`src/rtl/frame_mem_write_ctrl_pkg.sv`:
```
// frame_wr_pkg: shared types and constants for the frame memory write controller.
// Holds the controller state encoding, default parameter values and the
// counter width helper used for the bit-position and tail counters.
package frame_wr_pkg;

    typedef enum logic {
        ST_RUN  = 1'b0,
        ST_TAIL = 1'b1
    } wr_state_e;

    localparam int DEF_DW        = 20;
    localparam int DEF_FW        = 24;
    localparam int DEF_NLINE     = 20;
    localparam int DEF_AW        = 5;
    localparam int DEF_TAIL      = 3;
    localparam int DEF_MSB_FIRST = 1;

    // Bits needed to count 0..n-1; never less than one bit.
    function automatic int cnt_w(input int n);
        return (n <= 1) ? 1 : $clog2(n);
    endfunction

endpackage

```
`src/rtl/frame_mem_write_ctrl_ser2par_shift.sv`:
```
// ser2par_shift: serial-in word assembler for the frame write controller.
// Shifts iMOSI in on every strobe that falls inside the data part of a frame.
// oWORD already includes the bit sampled in the current cycle, so the
// controller can register a finished word on the same edge that captures its
// last bit.
module ser2par_shift #(
    parameter int DW        = 20,
    parameter int MSB_FIRST = 1
) (
    input  logic          iCLK,
    input  logic          iRSTn,
    input  logic          iCLR,
    input  logic          iEN,
    input  logic          iMOSI,
    input  logic          iCAP,
    output logic [DW-1:0] oWORD
);

    logic [DW-1:0] shift_q;
    logic [DW-1:0] shift_d;
    logic [DW-1:0] shifted;

    generate
        if (DW == 1) begin : g_single
            assign shifted = iMOSI;
        end else if (MSB_FIRST != 0) begin : g_msb
            // First bit of the frame migrates up to the top bit.
            assign shifted = {shift_q[DW-2:0], iMOSI};
        end else begin : g_lsb
            // First bit of the frame migrates down to bit 0.
            assign shifted = {iMOSI, shift_q[DW-1:1]};
        end
    endgenerate

    // Next shift contents: advance only on strobes inside the data field.
    always_comb begin
        shift_d = shift_q;
        if (iEN && iCAP) begin
            shift_d = shifted;
        end
    end

    assign oWORD = shift_d;

    // Shift register storage.
    always_ff @(posedge iCLK or negedge iRSTn) begin
        if (!iRSTn) begin
            shift_q <= '0;
        end else if (iCLR) begin
            shift_q <= '0;
        end else begin
            shift_q <= shift_d;
        end
    end

endmodule

```
`src/rtl/frame_mem_write_ctrl.sv`:
```
// frame_mem_write_ctrl: SPI bitstream to line-memory write controller.
// Counts enabled bit strobes into FW-bit frames, writes the leading DW bits
// of each frame as one word to the next line address, and pulses oWr_DONE a
// fixed TAIL cycles after the last line of an image is written.
// Optional build macro FRAME_WR_PINGPONG_EN enables two-bank ping-pong with
// consumer release (iREL) and a sticky overflow flag (oOVF).
module frame_mem_write_ctrl
    import frame_wr_pkg::*;
#(
    parameter int DW        = DEF_DW,
    parameter int FW        = DEF_FW,
    parameter int NLINE     = DEF_NLINE,
    parameter int AW        = DEF_AW,
    parameter int TAIL      = DEF_TAIL,
    parameter int MSB_FIRST = DEF_MSB_FIRST
) (
    input  logic          iCLK,
    input  logic          iRSTn,
    input  logic          iCLR,
    input  logic          iEN,
    input  logic          iMOSI,
    input  logic [1:0]    iREL,
    output logic [DW-1:0] oDATA,
    output logic          oWr_EN,
    output logic [AW-1:0] oWr_ADDR,
    output logic          oWr_BANK,
    output logic          oWr_DONE,
    output logic          oOVF
);

    localparam int BW = cnt_w(FW);
    localparam int TW = cnt_w(TAIL);
    localparam logic [BW-1:0] BIT_LAST  = BW'(FW - 1);
    localparam logic [BW-1:0] BIT_WORD  = BW'(DW - 1);
    localparam logic [AW-1:0] LINE_LAST = AW'(NLINE - 1);
    localparam logic [TW-1:0] TAIL_LAST = TW'(TAIL - 1);

    logic [BW-1:0] bit_cnt_q;
    logic [BW-1:0] bit_cnt_d;
    logic          capture;
    logic          word_done;
    logic          bank_full;
    logic          last_wr;
    logic [DW-1:0] word;

    wr_state_e     state_q;
    logic [TW-1:0] tail_cnt_q;
    logic [AW-1:0] line_cnt_q;
    logic [DW-1:0] data_q;
    logic          wr_en_q;
    logic [AW-1:0] addr_q;
    logic          done_q;

    // Data bits occupy the first DW strobes of the frame; the rest is padding.
    assign capture   = (bit_cnt_q <= BIT_WORD);
    assign word_done = iEN && (bit_cnt_q == BIT_WORD);
    assign last_wr   = word_done && !bank_full && (line_cnt_q == LINE_LAST);

    ser2par_shift #(
        .DW        (DW),
        .MSB_FIRST (MSB_FIRST)
    ) u_shift (
        .iCLK  (iCLK),
        .iRSTn (iRSTn),
        .iCLR  (iCLR),
        .iEN   (iEN),
        .iMOSI (iMOSI),
        .iCAP  (capture),
        .oWORD (word)
    );

    // Bit position within the frame, wrapping at FW-1.
    always_comb begin
        bit_cnt_d = bit_cnt_q;
        if (iEN) begin
            bit_cnt_d = (bit_cnt_q == BIT_LAST) ? '0 : bit_cnt_q + BW'(1);
        end
    end

    // Bit position register.
    always_ff @(posedge iCLK or negedge iRSTn) begin
        if (!iRSTn) begin
            bit_cnt_q <= '0;
        end else if (iCLR) begin
            bit_cnt_q <= '0;
        end else begin
            bit_cnt_q <= bit_cnt_d;
        end
    end

    // Write sequencing: registered write strobe/data/address, line counter,
    // and the RUN/TAIL state machine that times the completion pulse.
    always_ff @(posedge iCLK or negedge iRSTn) begin
        if (!iRSTn) begin
            state_q    <= ST_RUN;
            tail_cnt_q <= '0;
            line_cnt_q <= '0;
            data_q     <= '0;
            wr_en_q    <= 1'b0;
            addr_q     <= '0;
            done_q     <= 1'b0;
        end else if (iCLR) begin
            state_q    <= ST_RUN;
            tail_cnt_q <= '0;
            line_cnt_q <= '0;
            data_q     <= '0;
            wr_en_q    <= 1'b0;
            addr_q     <= '0;
            done_q     <= 1'b0;
        end else begin
            wr_en_q <= 1'b0;
            done_q  <= 1'b0;
            if (word_done && !bank_full) begin
                wr_en_q <= 1'b1;
                data_q  <= word;
                addr_q  <= line_cnt_q;
                if (line_cnt_q == LINE_LAST) begin
                    line_cnt_q <= '0;
                    state_q    <= ST_TAIL;
                    tail_cnt_q <= '0;
                end else begin
                    line_cnt_q <= line_cnt_q + AW'(1);
                end
            end
            // Tail timing keeps running while the next image is captured.
            if (state_q == ST_TAIL) begin
                if (tail_cnt_q == TAIL_LAST) begin
                    done_q     <= 1'b1;
                    state_q    <= ST_RUN;
                    tail_cnt_q <= '0;
                end else begin
                    tail_cnt_q <= tail_cnt_q + TW'(1);
                end
            end
        end
    end

    assign oDATA    = data_q;
    assign oWr_EN   = wr_en_q;
    assign oWr_ADDR = addr_q;
    assign oWr_DONE = done_q;

`ifdef FRAME_WR_PINGPONG_EN
    logic [1:0] full_q;
    logic [1:0] set_full;
    logic       bank_q;
    logic       wr_bank_q;
    logic       ovf_q;

    assign bank_full = full_q[bank_q];

    generate
        for (genvar gi = 0; gi < 2; gi++) begin : g_set_full
            assign set_full[gi] = last_wr && (bank_q == 1'(gi));
        end
    endgenerate

    // Full flags: set when a bank's image completes, cleared by the
    // consumer's release; a simultaneous set overrides the release.
    always_ff @(posedge iCLK or negedge iRSTn) begin
        if (!iRSTn) begin
            full_q <= '0;
        end else if (iCLR) begin
            full_q <= '0;
        end else begin
            full_q <= (full_q & ~iREL) | set_full;
        end
    end

    // Fill bank selection, per-write bank echo and sticky overflow.
    always_ff @(posedge iCLK or negedge iRSTn) begin
        if (!iRSTn) begin
            bank_q    <= 1'b0;
            wr_bank_q <= 1'b0;
            ovf_q     <= 1'b0;
        end else if (iCLR) begin
            bank_q    <= 1'b0;
            wr_bank_q <= 1'b0;
            ovf_q     <= 1'b0;
        end else begin
            if (word_done && bank_full) begin
                ovf_q <= 1'b1;
            end
            if (word_done && !bank_full) begin
                wr_bank_q <= bank_q;
            end
            if (last_wr) begin
                bank_q <= ~bank_q;
            end
        end
    end

    assign oWr_BANK = wr_bank_q;
    assign oOVF     = ovf_q;
`else
    // Single-bank build: images always overwrite bank 0, release is ignored.
    logic unused_rel;
    assign unused_rel = ^iREL;
    assign bank_full  = 1'b0;
    assign oWr_BANK   = 1'b0;
    assign oOVF       = 1'b0;
`endif

endmodule

```
`config.mk`:
```
export PLATFORM = sky130hd
export DESIGN_NAME = frame_mem_write_ctrl
export DESIGN_NICKNAME = d
export VERILOG_FILES = /design/src/rtl/frame_mem_write_ctrl_pkg.sv /design/src/rtl/frame_mem_write_ctrl_ser2par_shift.sv /design/src/rtl/frame_mem_write_ctrl.sv
export SDC_FILE = /design/constraint.sdc
export NUM_CORES = 1
export LEC_CHECK = 0
export ABC_AREA = 0
export CAP_MARGIN = 30
export CELL_PAD_IN_SITES_DETAIL_PLACEMENT = 1
export CELL_PAD_IN_SITES_GLOBAL_PLACEMENT = 2
export CORE_AREA = 2 2 87 89
export CTS_BUF_LIST = sky130_fd_sc_hd__clkbuf_2 sky130_fd_sc_hd__clkbuf_4 sky130_fd_sc_hd__clkbuf_8
export DETAILED_ROUTE_END_ITERATION = 8
export DIE_AREA = 0 0 89 91
export GPL_ROUTABILITY_DRIVEN = 1
export HOLD_SLACK_MARGIN = 0.02
export PLACE_DENSITY_LB_ADDON = 0.2
export SLEW_MARGIN = 20
export SYNTH_ARGS = -nofsm -noshare
export SYNTH_HDL_FRONTEND = slang
export SYNTH_SLANG_ARGS = --single-unit
```
`constraint.sdc`:
```
create_clock -name iCLK -period 4.4 [get_ports iCLK]
set_input_delay 1.32 -clock iCLK [delete_from_list [all_inputs] [get_ports iCLK]]
set_output_delay 1.32 -clock iCLK [all_outputs]
set_load 0.1 [all_outputs]
```
Yosys cells after proc, flatten, opt, wreduce, memory -nomap -nowiden
Cells that the tools add are included.
{"block": "word_totals", "in_bits": 7, "output_inout_bits": 29, "ramBits": 0, "word_cells": 51, "register_bits": 60, "n_memories": 0, "latch_bits": 0, "mem_bits_ro": 0}
{"block": "op_classes", "magnitude_cmp": 1, "mux": 27, "n_mul": 0, "bitwise": 0, "shifts": 0, "div": 0, "add_sub_neg": 3, "eq_ne": 4, "reduce_logical": 7}
{"cell": "two-way mux 20 bit", "count": 4}
{"cell": "two-way mux 5 bit", "count": 8}
{"cell": "== test 5 bit, second input constant", "count": 3}
{"cell": "adder 5 x 1 -> 5 bit, second input constant", "count": 2}
{"cell": "two-way mux 1 bit", "count": 10}
{"cell": "two-way mux 2 bit", "count": 5}
{"cell": "nonzero test 3 bit", "count": 2}
{"cell": "<= comparator 5 bit, second input constant", "count": 1}
{"cell": "nonzero test 2 bit", "count": 2}
{"cell": "adder 2 x 1 -> 2 bit, second input constant", "count": 1}
{"cell": "== test 2 bit, second input constant", "count": 1}
{"cell": "logical AND 1 bit", "count": 2}
{"cell": "AND reduction 2 bit", "count": 1}

Depth between registers and ports, before layout
Gate-level depths: netlist of the first run.
{"block": "depth", "ltp_word": 6, "ltp_mapped": 6, "mapped_depth_nobuf": 4}

By module
A second synthesis of the first run with hierarchy kept.
{"block": "unflattened", "cells_unflattened": 227, "hier_area_um2": 2862.7}
{"module": "frame_mem_write_ctrl", "cells_per_inst": 138, "seq_area_each_um2": 1001.0, "area_each_um2": 1692.9, "n_inst": 1}
{"module": "ser2par_shift", "cells_per_inst": 89, "seq_area_each_um2": 500.5, "area_each_um2": 1169.9, "n_inst": 1}

Worst setup path after synthesis of the first run
No wires, ideal clock.
{"block": "synth_path", "path_type": "input to register", "startpoint": "input port iCLR", "endpoint": "register bit_cnt_q[2]", "slack_ps": 2084, "required_time_ps": 4268, "path_buffers": 3, "stages": 4, "setup_ps": 132, "arrival_ps": 2184, "path_cell_list": "clkbuf_1 -> clkbuf_1 -> buf_1 -> nor2_1"}
{"block": "synth_between", "elab_chain_len": 1, "elab_cells_between_ends": 2, "cone_classes": "mux: 1; reduce/logical: 1"}
{"item": "from (decl)", "line": "frame_mem_write_ctrl.sv:19", "text": "input logic iCLR,"}
{"item": "two-way mux 5 bit or nonzero test 2 bit (tied branches)"}
{"item": "to (signal assigned)", "line": "frame_mem_write_ctrl.sv:87", "text": "bit_cnt_q <= bit_cnt_d;"}
{"item": "to (decl)", "line": "frame_mem_write_ctrl.sv:38", "text": "logic [BW-1:0] bit_cnt_q;"}
Several ways; a longest one is shown, not always the timed one.
A chain may end at the register's enable or synchronous reset.

Worst setup path after layout of the first run
{"block": "layout_path", "startpoint": "register data_q[1], in the netlist oDATA[1]", "endpoint": "output port oDATA[1]"}
{"item": "from (decl)", "line": "frame_mem_write_ctrl.sv:49", "text": "logic [DW-1:0] data_q;"}
{"item": "from (signal assigned)", "line": "frame_mem_write_ctrl.sv:115", "text": "data_q <= word;"}
{"item": "to (decl)", "line": "frame_mem_write_ctrl.sv:23", "text": "output logic [DW-1:0] oDATA,"}
No word-level cell between the ends.

==> run summary, run 1 <==
Synth
* 59 — register bit count reported by yosys
* sky130_fd_sc_hd__dfrtp_1, sky130_fd_sc_hd__nor3_1, sky130_fd_sc_hd__mux2i_1 — main area contributors after synthesis
* 54.8% — top cell type's share of synthesized area
* sky130_fd_sc_hd__dfrtp_1 — most frequently used flop master after synthesis
* 37 — Synth cell types
* 2700 sq um — area of the mapped netlist
* 100% — async set-or-reset flop fraction in the synthesized netlist
* 10.3 sq um — mean instance size in the synthesized netlist
* 0 — number of enable-type register cells in the synthesized netlist
* sky130_fd_sc_hd__dfrtp_1 — biggest area consumer among synthesized cells
* 0 — yosys warns
* 263 — synthesized instance count
* 54.8% — part of the Yosys area used for sequential elements

Floorplan
* 37.8% — effective utilization at floorplan
* 91 um — die outline height
* 7140 sq um — core region area
* 31 — Std-Cell Rows
* 36 — I/O pin count
* 8100 sq um — Die Outline Area
* 89 um — horizontal extent of the die

Clock network
* 0 — setup repair bufs after CTS
* 3 — depth of the CTS H-tree
* sky130_fd_sc_hd__clkbuf_8 — Root Buffer
* 0 — number of gates given a new drive strength after cts
* 0.33 ns — clk_lat worst skew
* 59 — number of sinks handled by clock tree synthesis
* 0.06 ns — Reg clk slew, reported paths
* yes — clock tree from TritonCTS
* 9 — number of clock buffers inserted by TritonCTS
* 0 — cts hold-fix bufs
* 2 — maximum clock path buffer count

Placement
* 3930 um — estimated wirelength of the detail-placed design
* 0.726 — final RePlAce weighted congestion
* 3070 sq um — cell area after placement
* 1.13 ns — dpl ws
* 31 — count of input and output buffers

Route
* 2,087 — Vias
* 0 — count of antenna-violating nets left after detailed routing
* 0 — detailed-route DRC error count
* 4 — number of iterations in the first detailed-routing pass
* 5.31 — post-DR vias/cell
* 6520 um — routed wire length
* 16.6 um — wire length per cell after detailed routing
* 89 — First DRT Iteration DRCs

Timing
* 0 — final number of max-transition violations
* 0.528 ns — Hold WS
* false — unrepaired setup endpoints after global routing
* 34.3% — relative slew slack
* 0.316 GHz — fmax
* 71.8% — Final Cycle Share
* 0 — setup violators final
* 0 — hold violation count in the final report
* 0.00732 ns — final clock skew
* 1.24 ns — post-route setup slack
* 0.983 ns — actual slew at the worst max-slew pin
* 3.16 ns — clock period minus worst slack
* 0 ns — Total Negative Setup Slacks

Critical path
* bit_cnt_q[0]$_DFFE_PN0P_ — RR Startpoint
* clkdlybuf4s50_1 — critical-path cell list
* 1 — CP Buf/Inv Count
* 1.84 ns — data arrival time of the critical path
* 2 — peak fanout along the critical path
* sky130_fd_sc_hd__clkdlybuf4s50_1 — critical-path cell with the highest stage delay
* line_cnt_q[3]$_DFFE_PN0P_ — Worst R2R End
* reg2out — Worst Setup Path Type
* 1.14 ns — highest cell delay on the worst timing path
* 3.08 ns — data required time of the worst path
* buffers and inverters — top cell family by delay on the critical path
* flip-flop — Setup crit start kind
* primary output — Worst setup EP type
* 4 — cells on worst reg2reg path
* 2.43 ns — reg-to-reg setup timing slack

Worst hold path
* 1 — Hold Path Depth
* tail_cnt_q[1]$_DFFE_PN0P_ — min-delay src
* tail_cnt_q[0]$_DFFE_PN0P_ — end of the worst hold path
* reg2reg — type of the worst min-delay path

GRT
* 2,184 — vias in the first global route
* 11,100 um — wire length of the first global-routing pass
* 47 — largest net degree at the start of global routing
* 0 — total gr overflow
* 0 — number of antenna violations at the first check in global routing
* 17.4% — global-route total usage across every layer

Finish
* 0 — number of antenna cells inserted
* 805 — fillers
* 9.52% — share of layout cells above drive strength 1
* 3320 sq um — Final Instance Area
* 23.0% — Syn-to-layout area delta
* 46.5% — final cell utilization of the core
* sky130_fd_sc_hd__dfrtp_1 — most frequent standard cell in the layout excluding fill and tap cells
* sky130_fd_sc_hd__dfrtp_1, sky130_fd_sc_hd__nor3_1, sky130_fd_sc_hd__a21oi_1, sky130_fd_sc_hd__clkdlybuf4s50_1, sky130_fd_sc_hd__nand2b_1 — highest-count cells in the layout ignoring fill and taps
* 298 — number of nets in the finished design

Pwr
* 366 nW/um^2 — P per Cell Area
* 0.000171 V — peak ir drop on the vdd network
* 1.39 nW — P_leak

Run
* 0 — number of max-capacitance violations reported

Run status
* finished clean — result of the run

## synthesized netlist by cell type, types with 3 or more instances
cell type and n:
sky130_fd_sc_hd__dfrtp_1 59, sky130_fd_sc_hd__nor3_1 40, sky130_fd_sc_hd__a21oi_1 31, sky130_fd_sc_hd__nand2b_1 20, sky130_fd_sc_hd__mux2i_1 19, sky130_fd_sc_hd__clkbuf_1 17
sky130_fd_sc_hd__o21ai_0 12, sky130_fd_sc_hd__nand3_1 11, sky130_fd_sc_hd__nand2_1 6, sky130_fd_sc_hd__nor2_1 5, sky130_fd_sc_hd__buf_2 4, sky130_fd_sc_hd__nor4bb_1 3
sky130_fd_sc_hd__or4_1 3
## metal layers
metal	wire (um)	global-route usage [%]	vias up
met2	3050	26.5	22
met1	3250	24.6	1060
met4	78	6.72	0
met5	0	0	-
met3	136	3.09	7
li1	-	-	998
## registers in the layout, summed over array words and instances (netlist names)
signal,flops
tail_cnt_q,2
state_q,1
u_shift.shift_q,19
line_cnt_q,5
oDATA,20
bit_cnt_q,5
oWr_DONE,1
oWr_ADDR,5
oWr_EN,1
## where the power goes
group          total [W]  switching [W]  internal [W]
registers       0.000548     0.00000312      0.000545
logic          0.0000518      0.0000383     0.0000135
clock network   0.000614       0.000218      0.000396
total            0.00121       0.000259      0.000955
## kinds of logic after synthesis
logic type / Yosys count / share of synthesized area [%]
AO/OA/AOI/OAI: 52 / 10.5
XOR/XNOR: 1 / 0.325
adder cells (fa/ha/maj): 2 / 0.928
buffers and inverters: 27 / 4.50
flip-flops: 59 / 54.8
multiplexers: 19 / 7.05
other: 1 / 0.139
AND/OR/NAND/NOR: 102 / 21.8
## cell type report
class | count | area, sq um | area share, %
Inverter | 2 | 7.51 | 0.226
Clock buffer | 11 | 145 | 4.38
Sequential cell | 59 | 1480 | 44.5
Tap cell | 99 | 124 | 3.74
Clock inverter | 5 | 100 | 3.02
Multi-Input combinational cell | 178 | 1100 | 33.2
Timing Repair Buffer | 39 | 360 | 10.9
## stage by stage
stage / instances / power (W)
final: 393 / 0.00121
after global placement: 376 / 0.000611
after detailed placement: 377 / 0.000612
after CTS: 393 / 0.00123
after global routing: 393 / 0.00125
after floorplan: 264 / 0.000591
## worst max-delay path by stage
stage                                    start                   endpoint  slack [ns]  cells past startpoint
after floorplan                           iCLR   bit_cnt_q[2]$_DFFE_PN0P_        2.08                      4
after global placement                     iEN  line_cnt_q[3]$_DFFE_PN0P_        1.17                      4
after detailed placement                   iEN  line_cnt_q[3]$_DFFE_PN0P_        1.13                      4
after CTS                 oDATA[1]$_DFFE_PN0P_                   oDATA[1]        1.22                      1
after global routing      oDATA[3]$_DFFE_PN0P_                   oDATA[3]        1.20                      1
final                     oDATA[1]$_DFFE_PN0P_                   oDATA[1]        1.24                      1
Power figures use the tool's default switching activity.
==> run 2, diff against run 1 <==
--- a/config.mk
+++ b/config.mk
@@ -9,10 +9,10 @@
 export CAP_MARGIN = 30
 export CELL_PAD_IN_SITES_DETAIL_PLACEMENT = 1
 export CELL_PAD_IN_SITES_GLOBAL_PLACEMENT = 2
-export CORE_AREA = 2 2 87 89
+export CORE_AREA = 2 2 94 96
 export CTS_BUF_LIST = sky130_fd_sc_hd__clkbuf_2 sky130_fd_sc_hd__clkbuf_4 sky130_fd_sc_hd__clkbuf_8
 export DETAILED_ROUTE_END_ITERATION = 8
-export DIE_AREA = 0 0 89 91
+export DIE_AREA = 0 0 96 98
 export GPL_ROUTABILITY_DRIVEN = 1
 export HOLD_SLACK_MARGIN = 0.02
 export PLACE_DENSITY_LB_ADDON = 0.2
==> constraint.sdc (replaced) <==
create_clock -name iCLK -period 2.5 [get_ports iCLK]
set_input_delay 0.75 -clock iCLK [delete_from_list [all_inputs] [get_ports iCLK]]
set_output_delay 0.75 -clock iCLK [all_outputs]
set_load 0.1 [all_outputs]
==> run summary, run 2 (same netlist as run 1, synthesis figures left out) <==
GRT
* 0 — number of antenna violations at the first check in global routing, unchanged
* 0 — total gr overflow, unchanged
* 15.9% — global-route total usage across every layer, -1.5 points
* 11,600 um — wire length of the first global-routing pass, +4.4%
* 2,275 — vias in the first global route, +4.2%
* 37 — largest net degree at the start of global routing, -21%

Pwr
* 0.00141 W — internal power, +48%
* 572 nW/um^2 — P per Cell Area, +56%
* 24.8% — fraction of power spent switching nets, +3.4 points
* 51.4% — fraction of power consumed by sequential logic, +6.2 points
* 43.2% — clock network power share, -7.4 points
* 1.45 nW — P_leak, +4.4%
* 0.000234 V — peak ir drop on the vdd network, +37%
* 5.5% — logic gate share of total power, +1.2 points
* 0.000465 W — net load switching power, +80%

Finish
* 20 — flip-flop count of the largest register after layout, unchanged
* 943 — fillers, +17%
* 20.3% — share of layout cells above drive strength 1, +11 points
* 0 — number of antenna cells inserted, unchanged
* 38.8% — final cell utilization of the core, -7.7 points
* sky130_fd_sc_hd__dfrtp_1 — most frequent standard cell in the layout excluding fill and tap cells
* sky130_fd_sc_hd__dfrtp_1, sky130_fd_sc_hd__nor3_1, sky130_fd_sc_hd__buf_4, sky130_fd_sc_hd__a21oi_1, sky130_fd_sc_hd__nand2b_1 — highest-count cells in the layout ignoring fill and taps
* 21.7% — Syn-to-layout area delta
* 304 — number of nets in the finished design, +2.0%

Floorplan
* 8470 sq um — core region area, +19%
* 96 um — horizontal extent of the die, +7.9%
* 34 — Std-Cell Rows, +9.7%
* 31.9% — effective utilization at floorplan, -5.9 points
* 36 — I/O pin count, unchanged
* 9410 sq um — Die Outline Area, +16%
* 98 um — die outline height, +7.7%

Clock network
* 0 — number of gates given a new drive strength after cts, unchanged
* yes — clock tree from TritonCTS
* 0 — setup repair bufs after CTS, unchanged
* 0 — cts hold-fix bufs, unchanged
* 3 — depth of the CTS H-tree, unchanged
* 0.07 ns — Reg clk slew, reported paths, about the same
* sky130_fd_sc_hd__clkbuf_8 — Root Buffer
* 59 — number of sinks handled by clock tree synthesis, unchanged
* 2 — maximum clock path buffer count, unchanged
* 0.34 ns — clk_lat worst skew, about the same
* 9 — number of clock buffers inserted by TritonCTS, unchanged

Placement
* 4320 um — estimated wirelength of the detail-placed design, +10%
* 0.240 ns — dpl ws, -0.887 ns
* 0.700 — final RePlAce weighted congestion, -3.5%
* 31 — count of input and output buffers, unchanged

Route
* 0 — detailed-route DRC error count, unchanged
* 5.13 — post-DR vias/cell, -3.4%
* 37 — First DRT Iteration DRCs, -58%
* 16.4 um — wire length per cell after detailed routing, -1.2%
* 2,092 — Vias, +0.24%
* 4 — number of iterations in the first detailed-routing pass, unchanged
* 0 — count of antenna-violating nets left after detailed routing, unchanged
* 6680 um — routed wire length, +2.6%

Critical path
* flip-flop — Worst setup EP type
* 0.52 ns — reg-to-reg setup timing slack, -1.91 ns
* flip-flop — Setup crit start kind
* 2.76 ns — data required time of the worst path, -0.32 ns
* reg2reg — Worst Setup Path Type
* 2.24 ns — data arrival time of the critical path, +0.40 ns
* 22 — peak fanout along the critical path, +20

Timing
* 0 — final number of max-transition violations, unchanged
* 53.5% — relative slew slack, +19 points
* 0.00505 ns — final clock skew, -0.00227 ns
* 0 — hold violation count in the final report, unchanged
* 79.3% — Final Cycle Share
* 0.504 GHz — fmax
* 0.697 ns — actual slew at the worst max-slew pin, -0.286 ns
* 1.98 ns — clock period minus worst slack
* 0 — setup violators final, unchanged
* 0 ns — Total Negative Setup Slacks, unchanged
* false — unrepaired setup endpoints after global routing
* 0.518 ns — post-route setup slack, -0.722 ns

Run status
* finished clean — result of the run

Worst hold path
* in2async — type of the worst min-delay path

Run
* 0 — number of max-capacitance violations reported, unchanged

[run 2: layer usage]
metal	GRT usage (%)	part of all wire, %	up-vias
met5	0	0	-
met4	6.59	2.0	0
met3	3.16	3.1	12
met2	24.1	46	30
met1	22.2	48	1046
li1	-	-	1004
[run 2: final cells by class]
type | instances | area, sq um | share of cell area [%]
Sequential cell | 59 | 1480 | 45.0
Clock buffer | 12 | 159 | 4.84
Timing Repair Buffer | 45 | 375 | 11.4
Multi-Input combinational cell | 178 | 1100 | 33.6
Clock inverter | 4 | 25.0 | 0.763
Tap cell | 108 | 135 | 4.12
Inverter | 2 | 7.51 | 0.229
[run 2: worst paths after layout]
kind / from / end / cells past startpoint
hold / removal: iRSTn / oDATA[3]$_DFFE_PN0P_ / 1
hold reg to reg: tail_cnt_q[0]$_DFFE_PN0P_ / oWr_DONE$_DFF_PN0_ / 1
setup reg to reg: bit_cnt_q[2]$_DFFE_PN0P_ / line_cnt_q[2]$_DFFE_PN0P_ / 3
setup / recovery: bit_cnt_q[2]$_DFFE_PN0P_ / line_cnt_q[2]$_DFFE_PN0P_ / 3
min in group iCLK: tail_cnt_q[0]$_DFFE_PN0P_ / oWr_DONE$_DFF_PN0_ / 1
max in group asynchronous: iRSTn / oWr_ADDR[3]$_DFFE_PN0P_ / 2
[run 2: power groups by stage]
stage	combinational [W]	clock, W	sequential [W]
finish	0.000102	0.000811	0.000964
global route	0.000113	0.000879	0.000964
CTS	0.000105	0.000838	0.000964
detailed placement	0.000105	0	0.000982
global placement	0.000105	0	0.000983
floorplan	0.0000591	0	0.000981
[run 2: through the flow]
stage               total power, W  cell area, sq um  hold WS (ns)  cells
floorplan                  0.00104              2700         0.454    264
global placement           0.00109              3100         0.516    392
detailed placement         0.00109              3100         0.510    392
CTS                        0.00191              3280         0.417    408
global route               0.00196              3280         0.433    408
finish                     0.00188              3280         0.409    408
[run 2: critical path: stages (launching register included)]
cell	delay, ns
sky130_fd_sc_hd__dfrtp_1	0.47
sky130_fd_sc_hd__or3b_1	0.69
sky130_fd_sc_hd__or4_1	0.60
sky130_fd_sc_hd__a21oi_1	0.14
